==> src/rtl/fb_draw_engine.sv <==
// Command-driven rectangle writer for the 214x160x3-bit framebuffer.
// PLOT, FILL and CLEAR become one clamped rectangle, emitted one pixel per accepted write.
module fb_draw_engine #(
   parameter int FB_WIDTH  = 214,
   parameter int FB_HEIGHT = 160,
   parameter int ADDR_W    = 16
) (
   input  logic              clk,
   input  logic              rst_sync,
   input  logic              cmd_valid,
   output logic              cmd_ready,
   input  logic [1:0]        cmd_op,
   input  logic [7:0]        cmd_x0,
   input  logic [7:0]        cmd_y0,
   input  logic [7:0]        cmd_x1,
   input  logic [7:0]        cmd_y1,
   input  logic [2:0]        cmd_color,
   output logic              fb_we,
   output logic [ADDR_W-1:0] fb_waddr,
   output logic [2:0]        fb_wdata,
   input  logic              fb_wready,
   output logic              busy,
   output logic              done
);

   localparam logic [7:0]        X_MAX      = 8'(FB_WIDTH - 1);
   localparam logic [7:0]        Y_MAX      = 8'(FB_HEIGHT - 1);
   localparam logic [7:0]        X_LIM      = 8'(FB_WIDTH);
   localparam logic [7:0]        Y_LIM      = 8'(FB_HEIGHT);
   localparam logic [ADDR_W-1:0] ROW_STRIDE = ADDR_W'(FB_WIDTH);

   localparam logic [1:0] OP_PLOT  = 2'd0;
   localparam logic [1:0] OP_FILL  = 2'd1;
   localparam logic [1:0] OP_CLEAR = 2'd2;

   typedef enum logic [1:0] {
      IDLE  = 2'd0,
      SETUP = 2'd1,
      DRAW  = 2'd2,
      DONE  = 2'd3
   } state_t;

   state_t state, state_nxt;

   logic [7:0]        x0_r, y0_r, x1_r, y1_r;
   logic [7:0]        x_r, y_r;
   logic [2:0]        color_r;
   logic              nop_r;
   logic [ADDR_W-1:0] row_base_r;
   logic              empty;
   logic              advance;
   logic              last_pix;

   function automatic logic [7:0] sat_coord(input logic [7:0] v, input logic [7:0] lim);
      return (v > lim) ? lim : v;
   endfunction

   assign empty = nop_r | (x0_r > x1_r) | (y0_r > y1_r) |
                  (x0_r >= X_LIM) | (y0_r >= Y_LIM);
   assign advance  = (state == DRAW) & fb_wready;
   assign last_pix = (x_r == x1_r) & (y_r == y1_r);

   // Control: only the state register needs reset; outputs are decoded from it.
   always_ff @(posedge clk) begin
      if (rst_sync) begin
         state <= IDLE;
      end else begin
         state <= state_nxt;
      end
   end

   always_comb begin
      state_nxt = state;
      cmd_ready = 1'b0;
      busy      = 1'b1;
      done      = 1'b0;
      fb_we     = 1'b0;
      fb_waddr  = '0;
      fb_wdata  = '0;
      case (state)
         IDLE: begin
            cmd_ready = 1'b1;
            busy      = 1'b0;
            if (cmd_valid) state_nxt = SETUP;
         end
         SETUP: begin
            state_nxt = empty ? DONE : DRAW;
         end
         DRAW: begin
            fb_we    = 1'b1;
            fb_waddr = row_base_r + {{(ADDR_W-8){1'b0}}, x_r};
            fb_wdata = color_r;
            if (fb_wready && last_pix) state_nxt = DONE;
         end
         DONE: begin
            done      = 1'b1;
            state_nxt = IDLE;
         end
         default: state_nxt = IDLE;
      endcase
   end

   // Datapath: command latch at accept, row base via one multiply in SETUP,
   // then pure increments while drawing so a row wrap costs no extra cycle.
   always_ff @(posedge clk) begin
      if (state == IDLE && cmd_valid) begin
         color_r <= cmd_color;
         nop_r   <= (cmd_op == 2'd3);
         case (cmd_op)
            OP_PLOT: begin
               x0_r <= cmd_x0;
               y0_r <= cmd_y0;
               x1_r <= cmd_x0;
               y1_r <= cmd_y0;
            end
            OP_FILL: begin
               x0_r <= cmd_x0;
               y0_r <= cmd_y0;
               x1_r <= sat_coord(cmd_x1, X_MAX);
               y1_r <= sat_coord(cmd_y1, Y_MAX);
            end
            OP_CLEAR: begin
               x0_r <= 8'd0;
               y0_r <= 8'd0;
               x1_r <= X_MAX;
               y1_r <= Y_MAX;
            end
            default: begin
               x0_r <= cmd_x0;
               y0_r <= cmd_y0;
               x1_r <= cmd_x1;
               y1_r <= cmd_y1;
            end
         endcase
      end

      if (state == SETUP) begin
         row_base_r <= {{(ADDR_W-8){1'b0}}, y0_r} * ROW_STRIDE;
         x_r        <= x0_r;
         y_r        <= y0_r;
      end else if (advance && !last_pix) begin
         if (x_r != x1_r) begin
            x_r <= x_r + 8'd1;
         end else begin
            x_r        <= x0_r;
            y_r        <= y_r + 8'd1;
            row_base_r <= row_base_r + ROW_STRIDE;
         end
      end
   end

endmodule
==> config.mk <==
export PLATFORM = sky130hd
export DESIGN_NAME = fb_draw_engine
export DESIGN_NICKNAME = d
export VERILOG_FILES = /design/src/rtl/fb_draw_engine.sv
export SDC_FILE = /design/constraint.sdc
export NUM_CORES = 1
export LEC_CHECK = 0
export CORE_MARGIN = 2
export CORE_UTILIZATION = 35
export DETAILED_ROUTE_END_ITERATION = 10
export MAX_ROUTING_LAYER = met4
export PLACE_DENSITY = 0.65
export SLEW_MARGIN = 20
export SYNTH_ARGS = -nofsm -noshare
export SYNTH_HDL_FRONTEND = slang
export SYNTH_SLANG_ARGS = --single-unit
==> constraint.sdc <==
create_clock -name clk -period 10.85 [get_ports clk]
set_input_delay 1.6275 -clock clk [delete_from_list [all_inputs] [get_ports clk]]
set_output_delay 1.6275 -clock clk [all_outputs]
set_load 0.01 [all_outputs]
==> reports/results.ini, run 1 <==
[synth]
synth_xor_area_share_pct = 9.50
synth_edf_count = 67
syn-cell-area_mm2 = 0.00572
synth.avg_cell_area_um2 = 9.99
yosysWarnings = 0
synthArstFlopShare_pct = 0
synth_seq_area_share_pct = 35.9
synth_top_family_by_area = adder cells
synth_adder_area_share_pct = 21.4
synthMuxAreaShare_pct = 0.941
synth_seq_cells = 69
ys_types = 56
syn_nets = 704
synth_ff_type = edfxtp_1
synth_compound_area_share_pct = 14.6
synth-simple-area-share_pct = 13.6
postSynthCellCount = 572

[placed_design]
dpl.hpwl_um = 9760
port-buffer-count = 63
gp_congestion = 0.848
place_inst = 842

[pwr]
p_leak_nw = 2.83
ir_drop_mv = 0.131
power_density_mw_per_mm2 = 304

[detailed_routing]
dr.pass1.iters = 4
vias = 4290
final_antenna_net_count = 0
wirelength_um = 12300
drcViolationCount = 0
wire_per_inst_um = 14.3
dr.first_iter.drc_count = 208
via_per_inst = 5.00

[clocking]
ctsLongestPathBuffers = 2
clock_latency_ns = 0.34
post_cts_buffers = 0
cts_max_level = 3
root_buffer = clkbuf_16
cts_tree = yes
cts_made_buffers = 9
cts_hold_buffers = 0
cts_sinks = 69
clkTransAtPathRegs_ns = 0.06
ctsResizeCount = 0

[worst_setup_path]
critPathTopFamily = compound AO/OA/AOI/OAI gates
cp.arrival_ns = 3.09
worstPathMaxFanout = 5
critPathMaxStageDelay_ns = 0.54
cp_slowest_cell = clkdlybuf4s50_1
path_cells = ha_1 -> fa_1 -> a21o_1 -> a21oi_1 -> o21ba_2 -> nor4_1 -> xnor2_1 -> nor2_1 -> clkdlybuf4s50_1
worstSetupEndpointType = output port
crit_type = flip-flop to output port
reg2reg_slack_ns = 6.79
startpoint_type = flip-flop
cp.required_ns = 9.22
crit_buf_inv = 1

[floorplan]
die-area_mm2 = 0.0174
die_x_um = 132
core_mm2 = 0.0159
io_pins = 64
start_util_pct = 35.8
rows = 46
die_y_um = 132

[sta]
timing.fmax_ghz = 0.212
max_slew_margin_pct = 51.1
rsz0062_at_grt = false
drv_slew = 0
finalCritPeriodShare_pct = 43.5
hold_violations = 0
worst_pin_slew_ns = 0.724
finalSetupViolations = 0
skew_ns = 0.00774
setup_tns_ns = 0
layout_min_cycle_time_ns = 4.72

[run_status]
outcome = complete, no violations

[final_layout]
nets = 769
finalNonFillerCells = 858
syn_to_final_growth_pct = 20.7
drive_gt1_share_pct = 5.14
num_antenna_cells = 0
nFillCells = 1503

[global_route]
track_usage_pct = 15.0
grt_max_degree = 42
grt_pass1_vias = 4291
grt_first_pass_wirelength_um = 20600
antenna_found_initial = 0
grt_overflow = 0

[flow_run]
cap_violations = 0

[worst_hold_path]
holdCritPathClass = flip-flop to flip-flop

==> logic make-up (layout without fill, tap and decap cells) <==
logic type,after synthesis,in the layout
muxes,5,5
adders and majority gates,91,91
buffers and inverters,62,132
DFF,69,69
and+or+nand+nor,158,158
AOI/OAI and AO/OA,125,125
xor gates and xnor gates,62,62
==> flip-flops by register name, summed over array words and instances (netlist names) <==
name        count
color_r         3
nop_r           1
row_base_r     15
state           2
x0_r            8
x1_r            8
x_r             8
y0_r            8
y1_r            8
y_r             8
==> cell usage after synthesis, types with 3 or more instances <==
cell,count,area share [%]
mux2_2,3,0.59
nor3_1,7,0.61
nand4_1,7,0.77
nand3_1,13,1.1
o21a_1,3,0.39
o22a_1,8,1.2
a211oi_1,6,0.79
and2_1,25,2.7
nand2b_1,4,0.44
nor2_1,42,2.8
o21ai_0,20,1.8
a22o_1,3,0.46
nor4_1,6,0.66
a21oi_1,44,3.9
and3_1,6,0.66
fa_1,11,3.9
nand2_1,35,2.3
clkbuf_1,10,0.66
or3_1,3,0.33
a21o_1,9,1.2
nor2b_1,5,0.55
xor2_1,38,5.8
xnor2_1,24,3.7
inv_1,50,3.3
o21bai_1,3,0.39
ha_1,80,18
edfxtp_1,67,35
==> layout make-up <==
class                           instances  area (um2)  area share [%]
Inverter                               50         188            2.72
Timing Repair Buffer                   66         653            9.47
Clock inverter                          6        70.1            1.02
Clock buffer                           10         229            3.32
Tap cell                              216         270            3.92
Multi-Input combinational cell        441        3440            49.8
Sequential cell                        69        2050            29.7
==> worst paths after layout <==
kind / from / to / cells past startpoint
worst max-delay path: x_r[1]$_DFFE_PP_ / fb_waddr[15] / 9
worst min-delay path: state[0]$_SDFFE_PP0P_ / state[0]$_SDFFE_PP0P_ / 2
worst max register to register: y0_r[1]$_SDFFCE_PP0P_ / row_base_r[15]$_DFFE_PP_ / 13
worst min register to register: state[0]$_SDFFE_PP0P_ / state[0]$_SDFFE_PP0P_ / 2
==> where the power goes <==
group	switching, W	internal (W)
registers	0.0000914	0.000417
clock network	0.000117	0.000180
logic	0.000730	0.000563
total	0.000939	0.00116
==> metal layers <==
layer  GRT usage (%)  share of wire (%)
met3            2.77                3.8
met5               -                  0
met2            24.7                 47
met1            18.7                 47
met4            4.41                1.5
==> worst reg2reg max path, cell delays in order (launching register included) <==
cell      delay, ns
edfxtp_1       0.52
ha_1           0.39
fa_1           0.53
fa_1           0.54
inv_1          0.05
fa_1           0.50
inv_1          0.04
ha_1           0.35
o21ai_0        0.10
nand2_1        0.08
o21ai_2        0.07
o41a_1         0.32
xnor2_1        0.19
a21oi_1        0.09
==> cell usage in the layout (no fill, tap or decap), drive strengths merged, types with 8 or more instances in the layout <==
master,synthesis,routed
ha,80,80
clkbuf,10,10
edfxtp,67,67
fa,11,11
inv,50,52
nor2,42,42
o21ai,24,24
a21oi,46,46
nand2,35,35
xnor2,24,24
clkdlybuf4s50,0,63
nand3,13,13
o22a,8,8
xor2,38,38
a21o,10,10
and2,25,25
==> through the flow <==
| step | power, W | utilization [%] | setup slack [ns] | hold WS [ns] | cell area, um2 |
|---|---|---|---|---|---|
| 2_1_floorplan | 0.00147 | - | 7.05 | 0.514 | 5720 |
| 3_3_place_gp | 0.00176 | 41.4 | 6.58 | 0.536 | 6600 |
| 3_5_place_dp | 0.00180 | 41.4 | 6.51 | 0.575 | 6600 |
| 4_1_cts | 0.00211 | 43.3 | 6.14 | 0.586 | 6900 |
| 5_1_grt | 0.00230 | 43.3 | 6.00 | 0.603 | 6900 |
| 6_report | 0.00210 | 43.3 | 6.13 | 0.586 | 6900 |
Power figures use the tool's default switching activity.
==> inputs of run 2 (changes only) <==
==> constraint.sdc (replaced) <==
create_clock -name clk -period 4.4 [get_ports clk]
set_input_delay 0.66 -clock clk [delete_from_list [all_inputs] [get_ports clk]]
set_output_delay 0.66 -clock clk [all_outputs]
set_load 0.01 [all_outputs]
==> run 2 against run 1 <==
Net effect: clock power increased by 130%; critical path depth increased by 4; via count increased by 0.40%; clock skew decreased by 0.0014 ns; power increased by 140%; critical endpoint is now row_base_r[15]$_DFFE_PP_; sequential power increased by 140%; worst setup slack got worse by 5.8 ns; non-clock buffer count increased by 5.
==> reports/results.ini, run 2 (synthesis gave the netlist of run 1 again) <==
[run_status]
outcome = complete, no violations

[placed_design]
dpl.hpwl_um = 9960
gp_congestion = 0.878
port-buffer-count = 63

[worst_hold_path]
holdCritPathClass = flip-flop to flip-flop

[global_route]
grt_overflow = 0
antenna_found_initial = 0
grt_max_degree = 37
track_usage_pct = 15.2
grt_pass1_vias = 4355
grt_first_pass_wirelength_um = 21200

[sta]
setup_tns_ns = 0
drv_slew = 0
timing.fmax_ghz = 0.249
max_slew_margin_pct = 55.1
finalSetupViolations = 0
hold-worst-slack_ns = 0.576
rsz0062_at_grt = false
worst_pin_slew_ns = 0.665
skew_ns = 0.00635
hold_violations = 0
layout_min_cycle_time_ns = 4.02
finalCritPeriodShare_pct = 91.4

[clocking]
clock_latency_ns = 0.33
cts_tree = yes
post_cts_buffers = 0
cts_sinks = 69
ctsResizeCount = 0
cts_hold_buffers = 0
cts_made_buffers = 9
clkTransAtPathRegs_ns = 0.06
ctsLongestPathBuffers = 2
root_buffer = clkbuf_16
cts_max_level = 3

[detailed_routing]
via_per_inst = 4.99
drcViolationCount = 0
dr.first_iter.drc_count = 243
wirelength_um = 12400
wire_per_inst_um = 14.4
vias = 4307
final_antenna_net_count = 0
dr.pass1.iters = 4

[worst_setup_path]
crit_type = flip-flop to flip-flop
startpoint_type = flip-flop
cp_slowest_cell = fa_1
worstSetupEndpointType = flip-flop
crit_buf_inv = 2
critPathMaxStageDelay_ns = 0.54
critPathTopFamily = adder cells
path_cells = ha_1 -> fa_1 -> fa_1 -> inv_1 -> fa_1 -> inv_1 -> ha_1 -> o21ai_0 -> nand2_1 -> o21ai_2 -> o41a_1 -> xnor2_1 -> a21oi_1
cp.required_ns = 4.45
worst_path_most_repeated_cell = fa_1
cp.arrival_ns = 4.08
worstPathMaxFanout = 7

[final_layout]
largest-register = row_base_r
layout_common_cells = ha_1, edfxtp_1, clkdlybuf4s50_1, inv_1, a21oi_1
largest_reg_flops = 15
drive_gt1_share_pct = 5.87
final_common_cell = ha_1
num_antenna_cells = 0
nFillCells = 1529
nets = 774
syn_to_final_growth_pct = 20.9

[pwr]
p_leak_nw = 2.84
finalPower_w = 0.00513
power_density_mw_per_mm2 = 742
ir_drop_mv = 0.308

[floorplan]
start_util_pct = 35.8
die_y_um = 132
die_x_um = 132
io_pins = 64
core_mm2 = 0.0159
rows = 46
die-area_mm2 = 0.0174

[flow_run]
cap_violations = 0

[run 2: where the power goes]
group          internal, W  total, W  leakage [nW]  switching, W
Sequential         0.00103   0.00123         0.643      0.000205
Clock             0.000385  0.000672         0.122      0.000287
Combinational      0.00140   0.00322          2.08       0.00182
Total              0.00282   0.00513          2.84       0.00231
[run 2: worst paths after layout]
path / startpoint / end / slack (ns) / cells after the start
max: y0_r[1]$_SDFFCE_PP0P_ / row_base_r[15]$_DFFE_PP_ / 0.38 / 13
min: state[0]$_SDFFE_PP0P_ / state[0]$_SDFFE_PP0P_ / 0.58 / 2
max reg2reg: y0_r[1]$_SDFFCE_PP0P_ / row_base_r[15]$_DFFE_PP_ / 0.38 / 13
min reg2reg: state[0]$_SDFFE_PP0P_ / state[0]$_SDFFE_PP0P_ / 0.58 / 2
[run 2: final cells by class]
type / instances / area [um2] / share of cell area (%)
clock buffers: 10 / 229 / 3.31
repair buffers: 71 / 691 / 10.0
well taps: 216 / 270 / 3.91
clock inverters: 6 / 47.5 / 0.688
inverters: 50 / 188 / 2.72
multi-input cells: 441 / 3430 / 49.7
flip-flops and latches: 69 / 2050 / 29.7
[run 2: per-stage QoR]
| step | cells | setup WS [ns] | utilization, % | cell area, um2 |
|---|---|---|---|---|
| 2_1_floorplan | 572 | 0.601 | - | 5720 |
| 4_1_cts | 863 | 0.372 | 43.3 | 6910 |
| 6_report | 863 | 0.377 | 43.3 | 6910 |
| 5_1_grt | 863 | 0.186 | 43.3 | 6910 |
| 3_3_place_gp | 847 | 0.485 | 41.6 | 6630 |
| 3_5_place_dp | 847 | 0.381 | 41.6 | 6630 |
[run 2: layer usage]
| metal | up-vias | share of wire, % | GRT usage [%] |
|---|---|---|---|
| li1 | 2179 | - | - |
| met1 | 2012 | 48 | 19.4 |
| met3 | 16 | 3.7 | 2.50 |
| met4 | 0 | 1.6 | 3.93 |
| met2 | 100 | 47 | 25.2 |
| met5 | - | 0 | - |
[run 2: worst register-to-register path, stage by stage (launching register included)]
cell,delay [ns]
edfxtp_1,0.49
ha_1,0.39
fa_1,0.53
fa_1,0.54
inv_1,0.05
fa_1,0.50
inv_1,0.05
ha_1,0.35
o21ai_0,0.11
nand2_1,0.09
o21ai_2,0.07
o41a_1,0.33
xnor2_1,0.17
a21oi_1,0.08
